## src/rtl/sram_access_arbiter.sv

```systemverilog
// Arbiter for the shared 16-bit SRAM between the video scan-out reader and the draw engine.
// Video has priority, and a starvation limit bounds how long the draw engine can wait.
module sram_access_arbiter #(
    parameter int unsigned AW           = 20,
    parameter int unsigned DW           = 16,
    parameter int unsigned STARVE_LIMIT = 8,
    parameter int unsigned TURNAROUND   = 1
) (
    input  logic          iCLK,
    input  logic          iRST,
    input  logic          iVID_REQ,
    input  logic [AW-1:0] iVID_ADDR,
    output logic [DW-1:0] oVID_DATA,
    output logic          oVID_VALID,
    output logic          oVID_MISS,
    input  logic          iDRW_REQ,
    input  logic          iDRW_WE,
    input  logic [AW-1:0] iDRW_ADDR,
    input  logic [DW-1:0] iDRW_WDATA,
    output logic          oDRW_ACK,
    output logic [DW-1:0] oDRW_RDATA,
    output logic          oDRW_RVALID,
    output logic [AW-1:0] oSRAM_ADDR,
    output logic [DW-1:0] oSRAM_DQ_OUT,
    output logic          oSRAM_DQ_OE,
    input  logic [DW-1:0] iSRAM_DQ_IN,
    output logic          oSRAM_WE_N,
    output logic          oSRAM_OE_N
);

    localparam logic [7:0] LIMIT = 8'(STARVE_LIMIT);
    localparam logic [1:0] TA    = 2'(TURNAROUND);

    typedef enum logic [1:0] {IDLE, ACCESS, TURN} state_t;
    typedef enum logic [1:0] {TAG_NONE, TAG_VID, TAG_DRW} tag_t;

    state_t     state, state_nxt;
    logic [1:0] turn_cnt, turn_cnt_nxt;
    logic [7:0] starve, starve_nxt;
    tag_t       tag1, tag1_nxt;
    logic       miss1, miss1_nxt;
    logic       grant_vid, grant_drw;

    // TURN is held exactly while the turnaround counter is nonzero.
    always_comb begin
        grant_vid    = 1'b0;
        grant_drw    = 1'b0;
        state_nxt    = state;
        turn_cnt_nxt = turn_cnt;
        starve_nxt   = starve;
        tag1_nxt     = TAG_NONE;
        miss1_nxt    = 1'b0;

        if (!iRST && state != TURN) begin
            if (iDRW_REQ && (!iVID_REQ || starve == LIMIT))
                grant_drw = 1'b1;
            else if (iVID_REQ)
                grant_vid = 1'b1;
        end

        if (state == TURN) begin
            turn_cnt_nxt = turn_cnt - 2'd1;
            state_nxt    = (turn_cnt == 2'd1) ? IDLE : TURN;
        end else if (grant_drw && iDRW_WE && TA != 2'd0) begin
            turn_cnt_nxt = TA;
            state_nxt    = TURN;
        end else if (grant_vid || grant_drw) begin
            state_nxt = ACCESS;
        end else begin
            state_nxt = IDLE;
        end

        if (grant_drw || !iDRW_REQ)
            starve_nxt = '0;
        else if (grant_vid && starve != LIMIT)
            starve_nxt = starve + 8'd1;

        if (grant_vid)
            tag1_nxt = TAG_VID;
        else if (grant_drw && !iDRW_WE)
            tag1_nxt = TAG_DRW;

        miss1_nxt = iVID_REQ && !grant_vid;
    end

    assign oDRW_ACK = grant_drw;

    always_ff @(posedge iCLK) begin
        if (iRST) begin
            state    <= IDLE;
            turn_cnt <= '0;
            starve   <= '0;
            tag1     <= TAG_NONE;
            miss1    <= 1'b0;
        end else begin
            state    <= state_nxt;
            turn_cnt <= turn_cnt_nxt;
            starve   <= starve_nxt;
            tag1     <= tag1_nxt;
            miss1    <= miss1_nxt;
        end
    end

    always_ff @(posedge iCLK) begin
        if (iRST) begin
            oSRAM_ADDR   <= '0;
            oSRAM_DQ_OUT <= '0;
            oSRAM_DQ_OE  <= 1'b0;
            oSRAM_WE_N   <= 1'b1;
            oSRAM_OE_N   <= 1'b1;
        end else begin
            oSRAM_DQ_OE <= 1'b0;
            oSRAM_WE_N  <= 1'b1;
            oSRAM_OE_N  <= 1'b1;
            if (grant_vid) begin
                oSRAM_ADDR <= iVID_ADDR;
                oSRAM_OE_N <= 1'b0;
            end else if (grant_drw) begin
                oSRAM_ADDR <= iDRW_ADDR;
                if (iDRW_WE) begin
                    oSRAM_DQ_OUT <= iDRW_WDATA;
                    oSRAM_DQ_OE  <= 1'b1;
                    oSRAM_WE_N   <= 1'b0;
                end else begin
                    oSRAM_OE_N <= 1'b0;
                end
            end
        end
    end

    // Second pipeline stage: pad data is captured at the end of the bus cycle.
    always_ff @(posedge iCLK) begin
        if (iRST) begin
            oVID_DATA   <= '0;
            oVID_VALID  <= 1'b0;
            oVID_MISS   <= 1'b0;
            oDRW_RDATA  <= '0;
            oDRW_RVALID <= 1'b0;
        end else begin
            oVID_VALID  <= (tag1 == TAG_VID);
            oDRW_RVALID <= (tag1 == TAG_DRW);
            oVID_MISS   <= miss1;
            if (tag1 == TAG_VID)
                oVID_DATA <= iSRAM_DQ_IN;
            if (tag1 == TAG_DRW)
                oDRW_RDATA <= iSRAM_DQ_IN;
        end
    end

endmodule

```

## config.mk

```make
export PLATFORM = sky130hd
export DESIGN_NAME = sram_access_arbiter
export DESIGN_NICKNAME = d
export VERILOG_FILES = /design/src/rtl/sram_access_arbiter.sv
export SDC_FILE = /design/constraint.sdc
export NUM_CORES = 1
export LEC_CHECK = 0
export ABC_AREA = 1
export BUFFER_PORTS_ARGS = -buffer_cell sky130_fd_sc_hd__buf_2
export CAP_MARGIN = 0
export CORE_AREA = 2 2 100 102
export CTS_CLUSTER_SIZE = 12
export DETAILED_ROUTE_END_ITERATION = 10
export DIE_AREA = 0 0 102 104
export PLACE_DENSITY = 0.7
export SETUP_SLACK_MARGIN = 0.2
export SKIP_CTS_REPAIR_TIMING = 1
export SLEW_MARGIN = 20
export SYNTH_ARGS = -nofsm -noshare
export SYNTH_HDL_FRONTEND = slang
export SYNTH_SLANG_ARGS = --single-unit
```

## constraint.sdc

```tcl
create_clock -name iCLK -period 1.54 [get_ports iCLK]
set_input_delay 0.308 -clock iCLK [delete_from_list [all_inputs] [get_ports iCLK]]
set_output_delay 0.308 -clock iCLK [all_outputs]
set_load 0.1 [all_outputs]
```

* Word-level counts from Yosys, hierarchy flattened
Index checks and enable logic that the tools add are counted.
** Storage, ports and cells
- Register bits :: 89
- Input bits :: 77
- Output and inout bits :: 75
- Logic and storage cells :: 66
** Operators by class
- Add/sub/neg operators :: 2
- Equal/unequal tests :: 7
- Muxes and demuxes :: 19
- Bitwise operators :: 2
- Reduce and logical (&&, ||, !) cells :: 20
** Operator list (count)
- $mux W20 :: 2
- $mux W2 :: 6
- $mux W1 :: 11
- $add A8 B1 Y8 const B :: 1
- $eq A8 B4 Y1 const B :: 1
- $ne A8 B4 Y1 const B :: 1
- $logic_and A1 B1 Y1 :: 6
- $logic_not A1 Y1 :: 5
- $eq A2 B1 Y1 const B :: 2
- $eq A2 B2 Y1 const B :: 2
- $reduce_bool A2 Y1 :: 2
- $reduce_or A2 Y1 :: 2
- $logic_or A1 B1 Y1 :: 3
- $reduce_and A3 Y1 :: 1
- $reduce_or A3 Y1 :: 1
- $ne A2 B2 Y1 const B :: 1
- $not A1 Y1 :: 2
- $sub A2 B1 Y2 const B :: 1

* Depth between registers and ports, before layout
Gate-level depths: netlist of the first run.
- Depth after elaboration :: 9
- Depth in mapped cells :: 10
- Gate-level depth less buffers :: 10

* Worst setup path before layout of the first run
No wires, ideal clock.
- Path type :: flip-flop to output port
- From :: register starve[0]
- To :: output port oDRW_ACK
- Data arrival time :: 1.730 ns
- Data required time :: 1.232 ns
- Slack :: -0.498 ns
- Stages on the path, launching flop included :: 8
- Path buffers :: 1
- Cells stage by stage :: dfxtp_1 > inv_1 > ha_1 > nand3_1 > o21ai_2 > nand3_2 > buf_2 > inv_1
** Between the ends
- Longest elaborated chain between the ends :: 5
** RTL lines
- from (decl) :: RTL line 39 : logic [7:0] starve, starve_nxt;
- from (signal assigned) :: RTL line 98 : starve <= starve_nxt;
- $eq A8 B4 Y1 :: RTL line 55 : if (iDRW_REQ && (!iVID_REQ || starve == LIMIT))
- $logic_or A1 B1 Y1 :: RTL line 55
- $logic_and A1 B1 Y1 :: RTL line 55
- $mux W1 :: RTL line 55
- $mux W1 :: RTL line 54 : if (!iRST && state != TURN) begin
- to (decl) :: RTL line 20 : output logic oDRW_ACK,
No other way between the ends.

* Worst setup path after layout of the first run
Same ends and word-level chain as after synthesis.

==> metrics.md, run 1 <==
| Metric | Value |
|---|---|
| YS warnings | `0` |
| Post-route cell area | `0.00539 sq mm` |
| Final setup violating endpoints | `39` |
| First-pass GRT wire length | `15100 microns` |
| Slew HR | `68.4%` |
| Hold Path Class | `primary input to flip-flop` |
| Fmax | `544 MHz` |
| DR iter-0 viols | `149` |
| Die H | `104 microns` |
| CP endpoint | `oDRW_ACK` |
| Mapped Cells | `512` |
| Final Cycle Share | `119%` |
| Worst EP required | `1.23 ns` |
| Endpoints failing hold | `0` |
| Worst VDD drop | `0.485 mV` |
| CORE AREA | `0.00955 sq mm` |
| Largest net degree at the start of global routing | `35` |
| CTS root buf | `clkbuf_8` |
| Max Cap Viol | `0` |
| Die X | `102 microns` |
| Clock Latency Late Sink | `0.35 ns` |
| Setup slack, reg-to-reg | `-0.12 ns` |
| Seq cells post-synth | `89` |
| TNS Setup | `-3.96 ns` |
| Area Growth Syn to Fin | `45.4%` |
| FF-to-FF Start | `starve[0]` |
| Yosys top cell by area | `dfxtp_1` |
| Pre-CTS WS | `-0.0252 ns` |
| CP Launch Type | `flip-flop` |
| Routed wire per std cell | `12.0 microns` |
| Count leader, synth | `nand2_1` |
| Final worst path period need | `1.84 ns` |
| DR pass1 iterations | `4` |
| Final RePlAce weighted congestion | `0.864` |
| Via count | `3786` |
| Avg Cell Area, Syn | `7.24 sq um` |
| Post-Syn Area | `0.00371 sq mm` |
| Synth top area share | `48.1%` |
| Top-Level Pins | `152` |
| Leakage | `0.00261 uW` |
| Status | `complete, but fails checks` |
| Post-synthesis net count | `592` |
| Post-DP HPWL | `7110 microns` |
| CP max stage delay | `0.33 ns` |
| Cts bufs inserted | `9` |
| Core Rows | `36` |
| Cell at the slowest stage of the critical path | `dfxtp_2` |
| Final Max Slew Viols | `0` |
| Stages on worst setup path | `7` |
| Top post-synthesis cells by area | `dfxtp_1 (48%), nand2_1 (11%), nor2_1 (8.0%)` |
| CTS tree | `built` |
| Reg2reg end | `oSRAM_DQ_OUT[8]` |
| Initial Util | `38.8%` |
| Post-synth EDFFs | `0` |
| Drc violations | `0` |
| Failing checks | `negative setup slack` |
| Endpoint type of the worst setup path | `primary output` |
| Die area | `0.0106 sq mm` |
| Fin Clk Skew | `0.0108 ns` |
| Synth cell count leaders | `nand2_1 (112), dfxtp_1 (89), nor2_1 (79)` |
| Routed WL | `9770 microns` |
| Crit path arrival time | `1.53 ns` |
| Antenna cells | `0` |
| Setup crit start | `starve[0]` |
| Number of antenna violations at the first check in global routing | `1` |
| Slew @ Worst Pin | `0.473 ns` |
| Share of layout cells above drive strength 1 | `32.3%` |
| Final nets | `753` |
| Vias/cell | `4.67` |
| Most used DFF post-synth | `dfxtp_1` |
| Post-synth cell types | `30` |
| Tot GR Track Use | `17.5%` |
| P per Cell Area | `1080 mW/mm^2` |
| Register-to-Register Path Depth | `10` |
| Unrepaired setup endpoints after global routing | `yes` |
| Final Util | `56.4%` |
| Async set-reset flop share out of synthesis | `0%` |
| Clk buf depth | `2` |
| Filler cells | `871` |
| Vias in the first global route | `3516` |
| CP top delay family | `buffers and inverters` |
| Final ANT Viol Nets | `0` |
| Crit-path max FO | `4` |
| Placed cell areas | `0.00471 sq mm` |
| Top cell by count, worst path | `nand3_4` |
| Port buffer count | `151` |
| Buffers & Inverters on Critical Path | `3` |
| Clock transition at path regs | `0.08 ns` |
| WHS Path Cells | `2` |
| Sequential-to-total area share from yosys stat | `48.1%` |
| H-tree depth | `3` |
| Total grt overflow | `0` |
| Setup ws final | `-0.299 ns` |
| CTS Sinks | `89` |
| Crit-path cells | `inv_2 -> ha_4 -> nand3_4 -> o21ai_4 -> nand3_4 -> clkinvlp_4 -> buf_12` |
| CP Class | `flip-flop to primary output` |
worst min path at each step:
stage / start / endpoint / slack [ns]
2_1_floorplan: iDRW_WE / tag1[1] / 0.38
3_3_place_gp: miss1 / oVID_MISS / 0.40
3_5_place_dp: miss1 / oVID_MISS / 0.40
4_1_cts: iDRW_WE / tag1[1] / 0.15
5_1_grt: iDRW_WE / tag1[1] / 0.16
6_report: iDRW_WE / tag1[1] / 0.17
area by class of cell:
cell class	count	area, sq um	area share [%]
Multi-Input combinational cell	334	1640	30.4
Tap cell	133	166	3.09
Clock buffer	9	124	2.30
Inverter	62	241	4.48
Clock inverter	7	98.8	1.83
Timing Repair Buffer	177	1340	24.8
Sequential cell	89	1780	33.1
state kept, by name, summed over array words and instances, names as in the netlist:
| register | cells |
|---|---|
| oDRW_RDATA | 16 |
| miss1 | 1 |
| oSRAM_DQ_OE | 1 |
| oVID_VALID | 1 |
| oSRAM_OE_N | 1 |
| tag1 | 2 |
| oSRAM_DQ_OUT | 16 |
| oSRAM_ADDR | 20 |
| oVID_MISS | 1 |
| oDRW_RVALID | 1 |
| turn_cnt | 2 |
| oVID_DATA | 16 |
| oSRAM_WE_N | 1 |
| state | 2 |
| starve | 8 |
layer usage:
metal / up-vias / part of all wire, % / track usage [%]
li1: 1914 / - / -
met1: 1740 / 41 / 20.3
met2: 120 / 51 / 30.5
met3: 10 / 6.9 / 5.85
met4: 2 / 0.79 / 4.48
met5: - / 0.13 / 0
cell families after synthesis:
kind of cell             after synthesis  share of synthesized area, %
buffers and inverters                 89                          10.0
AO/OA/AOI/OAI                         78                          10.7
flip-flops                            89                          48.1
adder cells (fa/ha/maj)                3                          1.01
XOR/XNOR                               3                         0.709
AND/OR/NAND/NOR                      250                          29.5
layout by cell type, fill, tap and decap left out, drive strengths merged:
master	netlist	routed
a21oi	42	42
nor3	4	4
clkinv	2	4
nand3	28	28
dfxtp	89	89
nand2	113	113
nor2	81	81
o21bai	1	1
o21ai	35	35
buf	16	173
or2	2	2
clkinvlp	0	2
nor3b	1	1
inv	60	61
xor2	1	1
clkbuf	11	13
xnor2	2	2
nand4	2	2
ha	3	3
nand3b	19	19
bufinv	0	2
where the power goes:
group | total [uW] | internal, uW | switching, uW
clock | 1780 | 928 | 847
combinational | 1570 | 429 | 1140
sequential | 2490 | 2420 | 74.2
total | 5840 | 3780 | 2060
metrics by stage:
step                      cells  hold slack, ns  power (uW)
after floorplan             512           0.380        3630
after global placement      789           0.404        3930
after detailed placement    789           0.395        3950
after CTS                   805           0.152        5720
after global routing        811           0.163        6060
final                       811           0.175        5840
worst register-to-register path, stage by stage (launching register included):
cell and delay [ns]:
dfxtp_2 0.33, inv_2 0.06, ha_4 0.14, nand3_4 0.07
o21ai_4 0.19, buf_4 0.14, buf_4 0.10, nand4_2 0.16
clkinv_4 0.18, nand2_1 0.08, a21oi_1 0.15
No activity file was read; power rests on OpenSTA's default activity.
==> run 2, diff against run 1 <==
--- a/config.mk
+++ b/config.mk
@@ -5,14 +5,15 @@
 export SDC_FILE = /design/constraint.sdc
 export NUM_CORES = 1
 export LEC_CHECK = 0
-export ABC_AREA = 1
 export BUFFER_PORTS_ARGS = -buffer_cell sky130_fd_sc_hd__buf_2
 export CAP_MARGIN = 0
-export CORE_AREA = 2 2 100 102
+export CELL_PAD_IN_SITES_DETAIL_PLACEMENT = 2
+export CELL_PAD_IN_SITES_GLOBAL_PLACEMENT = 2
+export CORE_AREA = 2 2 121 123
 export CTS_CLUSTER_SIZE = 12
 export DETAILED_ROUTE_END_ITERATION = 10
-export DIE_AREA = 0 0 102 104
-export PLACE_DENSITY = 0.7
+export DIE_AREA = 0 0 123 125
+export PLACE_DENSITY = 0.79
 export SETUP_SLACK_MARGIN = 0.2
 export SKIP_CTS_REPAIR_TIMING = 1
 export SLEW_MARGIN = 20
==> constraint.sdc (replaced) <==
create_clock -name iCLK -period 2.1 [get_ports iCLK]
set_input_delay 0.42 -clock iCLK [delete_from_list [all_inputs] [get_ports iCLK]]
set_output_delay 0.42 -clock iCLK [all_outputs]
set_load 0.1 [all_outputs]
==> metrics.md, run 2 <==
| Metric | Value |
|---|---|
| Avg Cell Area, Syn | `8.51 sq um (was 7.24 sq um)` |
| Final worst path period need | `2.17 ns` |
| Status | `complete, but fails checks (unchanged)` |
| Unrepaired setup endpoints after global routing | `yes (unchanged)` |
| Top-Level Pins | `152 (unchanged)` |
| Final RePlAce weighted congestion | `0.817 (was 0.864)` |
| Die H | `125 microns (was 104 microns)` |
| Routed WL | `13300 microns (was 9770 microns)` |
| Total grt overflow | `0 (unchanged)` |
| Commonest non-fill, non-tap cells in the layout | `buf_2 (149), dfxtp_1 (87), nand2_1 (68) (was nand2_1 (108), dfxtp_1 (87), nor2_1 (78))` |
| Core Rows | `44 (was 36)` |
| Die area | `0.0154 sq mm (was 0.0106 sq mm)` |
| Overall power consumption | `4380 uW (was 5840 uW)` |
| Tot GR Track Use | `17.6% (was 17.5%)` |
| Clk buf depth | `2 (unchanged)` |
| Most common cell after layout, fill and taps aside | `buf_2 (was nand2_1)` |
| H-tree depth | `3 (unchanged)` |
| Leakage | `0.00213 uW (was 0.00261 uW)` |
| Final nets | `652 (was 753)` |
| Final ANT Viol Nets | `0 (unchanged)` |
| Filler cells | `1647 (was 871)` |
| Count leader, synth | `dfxtp_1 (was nand2_1)` |
| Main combinational cell family by area after synthesis | `simple AND/OR/NAND/NOR gates (unchanged)` |
| Number of antenna violations at the first check in global routing | `0 (was 1)` |
| Top reg by flops | `oSRAM_ADDR (unchanged)` |
| Clock Latency Late Sink | `0.34 ns (was 0.35 ns)` |
| Drc violations | `0 (unchanged)` |
| CTS root buf | `clkbuf_16 (was clkbuf_8)` |
| Vias in the first global route | `4053 (was 3516)` |
| Post-synthesis net count | `504 (was 592)` |
| CP Launch Type | `flip-flop (unchanged)` |
| Crit-path max FO | `3 (was 4)` |
| Area Growth Syn to Fin | `38.5% (was 45.4%)` |
| Pre-CTS WS | `0.0798 ns (was -0.0252 ns)` |
| YS warnings | `0 (unchanged)` |
| Post-route cell area | `0.00500 sq mm (was 0.00539 sq mm)` |
| Worst EP required | `1.68 ns (was 1.23 ns)` |
| Share of layout cells above drive strength 1 | `38.6% (was 32.3%)` |
| Stages on worst setup path | `6 (was 7)` |
| Final cell count without fillers | `761 (was 811)` |
| Fin Hold WS | `0.284 ns (was 0.175 ns)` |
| Die X | `123 microns (was 102 microns)` |
| Port buffer count | `151 (unchanged)` |
| CTS Sinks | `89 (unchanged)` |
| Top post-synthesis cells by area | `dfxtp_1 (49%), a2111oi_2 (7.5%), a21oi_1 (7.1%) (was dfxtp_1 (48%), nand2_1 (11%), nor2_1 (8.0%))` |
| Vias/cell | `4.80 (was 4.67)` |
| Worst VDD drop | `0.312 mV (was 0.485 mV)` |
| Met2 Wirelength | `7110 microns (was 4980 microns)` |
| Largest net degree at the start of global routing | `32 (was 35)` |
| Multiplexer share of the synthesized area | `0.277% (was 0%)` |
| CP Class | `flip-flop to primary output (unchanged)` |
| Cts bufs inserted | `9 (unchanged)` |
| Largest register FFs | `20 (unchanged)` |
| Slew @ Worst Pin | `0.710 ns (was 0.473 ns)` |
| Fin Clk Skew | `0.00547 ns (was 0.0108 ns)` |
| CTS tree | `built (unchanged)` |
| Cell at the slowest stage of the critical path | `dfxtp_4 (was dfxtp_2)` |
| Complex-gate fraction of the synthesized area | `18.9% (was 10.7%)` |
| Buffers & Inverters on Critical Path | `2 (was 3)` |
| Placed cell areas | `0.00464 sq mm (was 0.00471 sq mm)` |
| Final setup violating endpoints | `1 (was 39)` |
| Async set-reset flop share out of synthesis | `0% (unchanged)` |
| Crit path arrival time | `1.75 ns (was 1.53 ns)` |
| DR pass1 iterations | `4 (unchanged)` |
| Clock transition at path regs | `0.06 ns (was 0.08 ns)` |
| First-pass GRT wire length | `21000 microns (was 15100 microns)` |
| CP max stage delay | `0.35 ns (was 0.33 ns)` |
| Synth top area share | `49.4% (was 48.1%)` |
| Synth cell count leaders | `dfxtp_1 (89), nand2_1 (68), a21oi_1 (51), nor2_1 (51), clkbuf_1 (27) (was nand2_1 (112), dfxtp_1 (89), nor2_1 (79))` |
| Initial Util | `25.4% (was 38.8%)` |
| Post-synth EDFFs | `0 (unchanged)` |
| P per Cell Area | `876 mW/mm^2 (was 1080 mW/mm^2)` |
| Post-synth cell types | `39 (was 30)` |
| Fmax | `462 MHz` |
| Hold Path Class | `primary input to flip-flop (unchanged)` |
| Wl on met1 | `5300 microns (was 4030 microns)` |
| Failing checks | `negative setup slack (unchanged)` |
| WHS Path Cells | `2 (unchanged)` |
| DR iter-0 viols | `137 (was 149)` |
| Top cell by count, worst path | `nor4b_4 (was nand3_4)` |
| Most used DFF post-synth | `dfxtp_1 (unchanged)` |
| Seq cells post-synth | `89 (unchanged)` |
| Dpl cells | `742 (was 789)` |
| Max Cap Viol | `0 (unchanged)` |
| Endpoints failing hold | `0 (unchanged)` |
| Yosys top cell by area | `dfxtp_1 (unchanged)` |
| Sequential-to-total area share from yosys stat | `49.4% (was 48.1%)` |
| Final Cycle Share | `103%` |
| Final Max Slew Viols | `0 (unchanged)` |
| Met3 WL | `485 microns (was 672 microns)` |
| Setup ws final | `-0.0662 ns (was -0.299 ns)` |
| Via count | `3654 (was 3786)` |
| Post-Syn Area | `0.00361 sq mm (was 0.00371 sq mm)` |
| CP top delay family | `simple AND/OR/NAND/NOR gates (was buffers and inverters)` |
| Endpoint type of the worst setup path | `primary output (unchanged)` |
| Post-DP HPWL | `9560 microns (was 7110 microns)` |
| CORE AREA | `0.0142 sq mm (was 0.00955 sq mm)` |
| Synth Area in XOR/XNOR | `1.46% (was 0.709%)` |
| Post-Synth Adder-Cell Area | `1.04% (was 1.01%)` |
| Register-to-Register Path Depth | `6 (was 10)` |
| Mapped Cells | `424 (was 512)` |
| Routed wire per std cell | `17.5 microns (was 12.0 microns)` |
| Antenna cells | `0 (unchanged)` |
| Slew HR | `52.7% (was 68.4%)` |
| Synth Area in Simple Gates | `23.7% (was 29.5%)` |
| Highest Signal Layer | `met4 (was met5)` |
| Crit-path cells | `inv_4 -> ha_4 -> nor4b_4 -> a21boi_2 -> nor4b_4 -> buf_12 (was inv_2 -> ha_4 -> nand3_4 -> o21ai_4 -> nand3_4 -> clkinvlp_4 -> buf_12)` |
## run 2: cell count changes in the layout (fill, tap and decap cells not counted), moves of 11 or more
cell       before  now
buf_2          76  149
inv_1          54    5
nand2_1       108   68
buf_4          57   20
buf_6          36    1
nor2_1         78   51
nor3_1          2   21
a2111oi_2       0   18
nand3b_1       19    2
o21ai_0        34   17
a21oi_1        40   51
## run 2: layer usage
metal  up-vias  GRT usage [%]
met4         0           7.29
met1      1795           18.5
li1       1749              -
met2        83           33.1
met3        27           3.79
met5         -              0
## run 2: per-stage QoR
| step | setup TNS [ns] | util [%] |
|---|---|---|
| detailed placement | 0 | 32.7 |
| finish | -0.0662 | 35.2 |
| CTS | -0.207 | 34.8 |
| global placement | 0 | 32.7 |
| global route | -0.167 | 35.2 |
| floorplan | -0.548 | - |
## run 2: layout make-up
class	instances	area (sq um)	share of cell area, %
Multi-Input combinational cell	294	1710	34.3
Timing Repair Buffer	171	927	18.6
Tap cell	184	230	4.61
Clock buffer	11	243	4.86
Sequential cell	89	1790	35.8
Clock inverter	5	63.8	1.28
Inverter	7	31.3	0.626
## run 2: kinds of logic (layout without fill, tap and decap cells)
family	after synthesis	count (layout)
XOR/XNOR	6	6
flip-flops	89	89
adder cells (fa/ha/maj)	3	3
AO/OA/AOI/OAI	95	95
buffers and inverters	42	194
AND/OR/NAND/NOR	188	189
multiplexers	1	1
## run 2: path summary, 6_finish.rpt
| check | slack [ns] | endpoint | startpoint |
|---|---|---|---|
| max | -0.07 | oDRW_ACK | starve[0] |
| min | 0.28 | tag1[1] | iDRW_WE |
| max reg2reg | 0.22 | oSRAM_DQ_OUT[5] | state[1] |
| min reg2reg | 0.46 | oDRW_RDATA[15] | oDRW_RDATA[15] |
## run 2: where the power goes
group          leakage (uW)  switching, uW  internal [uW]
clock              0.000146            695            964
combinational       0.00125            724            201
sequential         0.000728           37.6           1760
